===== src/rtl/ocp_slave_fsm.sv =====
// ocp_slave_fsm -- OCP slave with a 16-word register file and burst tracking.
//
// Ports:
//   Clk          in   OCP clock; all state changes on its rising edge
//   MReset_n     in   synchronous active-low reset (overrides EnableClk)
//   EnableClk    in   clock enable; 0 freezes all state and outputs
//   MCmd         in   OCP command (IDLE/WR/RD/RDEX/RDL/WRNP/WRC/BCST)
//   MAddr        in   byte address; word index is MAddr[5:2]
//   MData        in   write data
//   MBurstLength in   beats in the burst (0 treated as 1)
//   MReqLast     in   last request of a burst
//   SCmdAccept   out  request accepted this cycle (combinational)
//   SResp        out  response NULL/DVA/FAIL/ERR, one cycle after a request
//   SData        out  read data, valid when SResp=DVA
module ocp_slave_fsm #(
  parameter int MADDR_WIDTH = 64,
  parameter int MDATA_WIDTH = 8,
  parameter int SDATA_WIDTH = 8
) (
  input  logic                   Clk,
  input  logic                   MReset_n,
  input  logic                   EnableClk,
  input  logic [2:0]             MCmd,
  input  logic [MADDR_WIDTH-1:0] MAddr,
  input  logic [MDATA_WIDTH-1:0] MData,
  input  logic [9:0]             MBurstLength,
  input  logic                   MReqLast,
  output logic                   SCmdAccept,
  output logic [1:0]             SResp,
  output logic [SDATA_WIDTH-1:0] SData
);

  typedef enum logic [1:0] {
    S_IDLE     = 2'd0,
    S_WR_BURST = 2'd1,
    S_RD_BURST = 2'd2
  } state_e;

  typedef enum logic [2:0] {
    CMD_IDLE = 3'b000,
    CMD_WR   = 3'b001,
    CMD_RD   = 3'b010,
    CMD_RDEX = 3'b011,
    CMD_RDL  = 3'b100,
    CMD_WRNP = 3'b101,
    CMD_WRC  = 3'b110,
    CMD_BCST = 3'b111
  } cmd_e;

  typedef enum logic [1:0] {
    RESP_NULL = 2'b00,
    RESP_DVA  = 2'b01,
    RESP_FAIL = 2'b10,
    RESP_ERR  = 2'b11
  } resp_e;

  state_e                 state_q, state_d;
  logic [9:0]             cnt_q, cnt_d;
  cmd_e                   bcmd_q, bcmd_d;
  resp_e                  sresp_q, sresp_d;
  logic [SDATA_WIDTH-1:0] sdata_q, sdata_d;
  logic [MDATA_WIDTH-1:0] mem_q [16];

  cmd_e       cmd;
  logic       state_legal;
  logic       take;
  logic       beat;
  logic       in_range;
  logic       we;
  logic [3:0] idx;
  logic [9:0] eff_len;
  logic [9:0] load_cnt;

  assign cmd         = cmd_e'(MCmd);
  assign idx         = MAddr[5:2];
  assign in_range    = (MAddr[MADDR_WIDTH-1:6] == '0);
  assign state_legal = (state_q == S_IDLE) || (state_q == S_WR_BURST) ||
                       (state_q == S_RD_BURST);
  assign SCmdAccept  = EnableClk && MReset_n && state_legal;
  assign take        = SCmdAccept && (cmd != CMD_IDLE);
  assign eff_len     = (MBurstLength == 10'd0) ? 10'd1 : MBurstLength;
  assign load_cnt    = eff_len - 10'd1;

  assign SResp = sresp_q;
  assign SData = sdata_q;

  always_comb begin
    state_d = state_q;
    cnt_d   = cnt_q;
    bcmd_d  = bcmd_q;
    sresp_d = RESP_NULL;
    sdata_d = '0;
    we      = 1'b0;
    beat    = 1'b0;

    if (!state_legal) begin
      state_d = S_IDLE;
    end else if (take) begin
      unique case (state_q)
        S_IDLE: begin
          if (cmd == CMD_WR || cmd == CMD_WRNP || cmd == CMD_RD) begin
            beat   = 1'b1;
            cnt_d  = load_cnt;
            bcmd_d = cmd;
            if (load_cnt != 10'd0 && !MReqLast)
              state_d = (cmd == CMD_RD) ? S_RD_BURST : S_WR_BURST;
          end else begin
            sresp_d = RESP_ERR;
          end
        end
        S_WR_BURST, S_RD_BURST: begin
          // Only the command that opened the burst continues it; anything
          // else is rejected and abandons the burst.
          if (cmd == bcmd_q) begin
            beat  = 1'b1;
            cnt_d = cnt_q - 10'd1;
            if (MReqLast || cnt_q == 10'd1)
              state_d = S_IDLE;
          end else begin
            sresp_d = RESP_ERR;
            state_d = S_IDLE;
          end
        end
        default: state_d = S_IDLE;
      endcase

      // An out-of-range beat still counts toward the burst but touches
      // nothing and answers ERR.
      if (beat) begin
        if (!in_range) begin
          sresp_d = RESP_ERR;
        end else begin
          unique case (cmd)
            CMD_WR: we = 1'b1;
            CMD_WRNP: begin
              we      = 1'b1;
              sresp_d = RESP_DVA;
            end
            CMD_RD: begin
              sresp_d = RESP_DVA;
              sdata_d = mem_q[idx];
            end
            default: ;
          endcase
        end
      end
    end
  end

  always_ff @(posedge Clk) begin
    if (!MReset_n) begin
      state_q <= S_IDLE;
      cnt_q   <= '0;
      bcmd_q  <= CMD_IDLE;
      sresp_q <= RESP_NULL;
      sdata_q <= '0;
      for (int unsigned i = 0; i < 16; i++)
        mem_q[i] <= '0;
    end else if (EnableClk) begin
      state_q <= state_d;
      cnt_q   <= cnt_d;
      bcmd_q  <= bcmd_d;
      sresp_q <= sresp_d;
      sdata_q <= sdata_d;
      if (we)
        mem_q[idx] <= MData;
    end
  end

endmodule


===== config.mk =====
export PLATFORM = sky130hd
export DESIGN_NAME = ocp_slave_fsm
export DESIGN_NICKNAME = d
export VERILOG_FILES = /design/src/rtl/ocp_slave_fsm.sv
export SDC_FILE = /design/constraint.sdc
export NUM_CORES = 1
export LEC_CHECK = 0
export ABC_AREA = 1
export BUFFER_PORTS_ARGS = -buffer_cell sky130_fd_sc_hd__buf_2
export CAP_MARGIN = 40
export CORE_MARGIN = 3
export CORE_UTILIZATION = 40
export CTS_CLUSTER_SIZE = 28
export DETAILED_ROUTE_END_ITERATION = 8
export PLACE_DENSITY = 0.65
export SLEW_MARGIN = 10
export SYNTH_ARGS = -nofsm -noshare
export SYNTH_HDL_FRONTEND = slang
export SYNTH_SLANG_ARGS = --single-unit

===== constraint.sdc =====
create_clock -name Clk -period 4.7 [get_ports Clk]
set_input_delay 0.94 -clock Clk [delete_from_list [all_inputs] [get_ports Clk]]
set_output_delay 0.94 -clock Clk [all_outputs]
set_load 0.03 [all_outputs]

==> results.md <==
* Count of nets after finishing at between 900 and 1k
* Power per cell area at 372 nW/µm²
* Cts hold-fix bufs at 0
* Reg2reg path depth at 10
* Combinational share of power at under 10%
* Setup TNS at 0 ns
* Crit-path max FO at 18
* EDFF count, synth at approximately 130
* Post-DP HPWL at between 10 and 15 mm
* FMAX at a little over 300 MHz
* Cell taking the most area after synthesis: edfxtp_1
* Final ANT Viol Nets at 0
* Main combinational cell family by area after synthesis: simple AND/OR/NAND/NOR gates
* Die Y at approximately 140 µm
* I/O pin cnt at 100
* Fraction of power consumed by the clock network at 43.2%
* Slew headroom at between 30% and 40%
* RR Endpoint: mem_q[8][6]
* Drt first pass iters at 6
* Setup bufs post-CTS at 0
* Final Max Tran Viols at 0
* Resize count post-CTS at 0
* Synth Instances at ~800
* Sequential cell area at between 4000 and 5000 µm²
* Tightest Pin Transition at 0.918 ns
* Final WL at about 20 mm
* Routed wire per std cell at ~17 µm
* Clk_lat worst skew at roughly 0.43 ns
* Max-cap violation count at 0
* Number of DRC markers in iteration 0 at about 670
* Initial antenna violation count at 0
* Grt ovf at 0
* Mux share of post-synthesis cell area at 0%
* DRC at 0
* Layout fillers at approximately 1.7k
* Placeable Area at between 15000 and 20000 µm²
* Req. time, crit path at between 4 and 5 ns
* CTS max path bufs at 2
* Netlist Area Pre-Place at ~7400 µm²
* Seq cells post-synth at ~150
* Worst Skew at just over 0.01 ns
* Distinct cells, synth at 32
* Post-Synth XOR/XNOR Area at less than 1%
* Compound-Gate Fraction of Synth Area at under 10%
* Largest net degree at the start of global routing at 43
* Mapped Nets at 896
* CTS Sinks at ~150
* Critical path class: reg2reg
* Hold crit path type: reg2reg
* Root Buffer: clkbuf_16
* Top cells by area, synth: edfxtp_1, nand3_1, nor2_1, dfxtp_1, nand2_1
* R2r setup slk at ~1.4 ns
* Via count at around 6.1k
* Minimum clock period at roughly 3.3 ns
* Crit start category: flip-flop
* Die ar. at between 20000 and 25000 µm²
* Multi-input logic area at 2720 µm²
* Switching power at 0.779 mW
* Total internal power at between 2 and 2.5 mW
* Ys flop type: edfxtp_1
* Mean Syn Cell Area at 9.24 µm²
* Worst flop-to-flop path startpoint: state_q[0]
* Worst hold stages at 2
* Die Width at roughly 140 µm
* Clk pin slew, worst setup/hold paths at 0.06 ns
* Rows at 49
* CTS tree: built
* Simple-gate share of the synthesized area at 27.5%
* First-pass GRT wire length at 29.9 mm
* Outcome: finished clean
* Number of global-route vias before repair at around 5.6k
* Hold EP: SData[3]
* Hold path start: SData[3]
* RePlAce Congestion at about 0.86
* Switch share at between 20% and 30%
* Worst vdd ir at 0.000234 V
* Adder-cell share of the synthesized area at a little over 1%
* Setup violations, final at 0
* RSZ-0062 raised after global routing: false
* Seq/Total Area, Yosys at ~59%
* Ys async rst share at 0%
* Initial Util at 40.9%
* H-tree Lvls at 4
* Final Hold Violating Endpoints at 0
* Tcrit/Tclk final at between 70% and 80%
* Port bufs at 97
* Synth Warn # at 0
* Area Growth Syn to Fin at 17.3%
* Worst setup EP type: flip-flop
* Share of the synthesized area in the top cell type at between 50% and 60%
* Final core utilization at about half
* Share of power burned in registers at 47.9%
* Global Route Usage Sum at 19.3%
* Antenna diodes at 0
* Post-detailed-route via-to-cell ratio at 5.42
* Share of layout cells above drive strength 1 at roughly 18%
* Static leakage at between 3 and 4 nW
* CP arrival at roughly 3.4 ns
* Total CTS buffers at 17
## state kept, by name (all words and copies together), names as in the netlist
name and flops:
cnt_q 10, state_q 2, bcmd_q 3, SData 8, SResp 2, mem_q 128
## per-layer routing
metal / global-route usage [%] / vias to the layer above / wire (µm)
li1: - / 2960 / -
met1: 26.5 / 2818 / 8450
met2: 30.6 / 291 / 8970
met3: 3.93 / 35 / 1690
met4: 7.12 / 0 / 454
met5: 0 / - / 0
## logic make-up after synthesis
kind of cell	after synthesis
fa+ha+maj	6
buf+inv	90
xor+xnor	7
compound gates	86
simple gates	459
flops	153
## placed cells by master, fill, tap and decap left out, types with 2 or more instances in the layout
cell	synthesis	final
inv_6	0	3
nor2_2	6	8
bufinv_16	0	3
inv_1	46	46
nor3_1	6	6
xor2_1	3	3
clkbuf_16	0	17
ha_1	6	6
nand2_1	111	111
nor4_1	14	14
xnor2_1	4	4
clkinvlp_4	0	2
nand3_1	126	126
buf_2	7	97
buf_4	0	8
inv_2	2	2
nand2_2	9	9
nor3_2	2	2
a31oi_1	3	3
a311oi_1	2	2
clkinv_4	0	3
edfxtp_1	128	128
nor2_1	167	165
nand4_1	15	15
clkinv_1	2	3
a21oi_1	24	24
clkinv_2	0	2
a211oi_1	3	3
o21ai_0	19	19
a22oi_1	32	32
dfxtp_1	25	25
## how the worst max path moves through the flow
stage | from | end | slack [ns] | cells past startpoint
final | state_q[0] | mem_q[8][6] | 1.41 | 10
after global routing | state_q[0] | mem_q[9][3] | 1.14 | 10
after CTS | state_q[0] | mem_q[8][1] | 1.39 | 10
after floorplan | EnableClk | mem_q[3][0] | 1.65 | 8
after detailed placement | MAddr[21] | mem_q[8][0] | 1.18 | 10
after global placement | MAddr[21] | mem_q[8][0] | 1.26 | 10
## worst max-delay path: stages (launching register included)
cell     delay, ns
dfxtp_1       0.35
inv_1         0.05
ha_1          0.63
inv_2         0.20
nor2_1        0.20
inv_1         0.10
a21oi_4       0.32
nand3_4       0.18
nor2_2        0.34
nand2_2       0.23
nand2_1       0.35
## cells in the mapped netlist, types with 9 or more instances
| cell type | instances |
|---|---|
| a22oi_1 | 32 |
| nand4_1 | 15 |
| nor4_1 | 14 |
| clkbuf_1 | 30 |
| nand3_1 | 126 |
| nand2_2 | 9 |
| a21oi_1 | 24 |
| edfxtp_1 | 128 |
| nand2_1 | 111 |
| nor2_1 | 167 |
| o21ai_0 | 19 |
| inv_1 | 46 |
| dfxtp_1 | 25 |
## through the flow
stage | std cells | hold slack [ns] | worst slack, ns | area (µm²) | power, mW
finish | 1127 | 0.461 | 1.41 | 8680 | 3.23
global route | 1127 | 0.498 | 1.14 | 8680 | 3.34
CTS | 1127 | 0.465 | 1.39 | 8680 | 3.25
detailed placement | 1095 | 0.455 | 1.18 | 8080 | 1.86
global placement | 1095 | 0.452 | 1.26 | 8080 | 1.86
floorplan | 801 | 0.445 | 1.65 | 7400 | 1.75
## power by group through the flow
stage / Clock (mW) / Combinational (mW) / Sequential [mW]
final: 1.40 / 0.287 / 1.55
after global routing: 1.47 / 0.318 / 1.56
after CTS: 1.41 / 0.287 / 1.55
after detailed placement: 0 / 0.286 / 1.58
after global placement: 0 / 0.283 / 1.58
after floorplan: 0 / 0.175 / 1.57
## final cells by class
class,instances,share of cell area [%]
clock buffers,18,4.94
repair buffers,105,6.28
multi-input cells,558,31.3
inverters,50,2.16
flip-flops and latches,153,50.0
well taps,229,3.30
clock inverters,14,1.97
(Power assumes the default switching activity.)
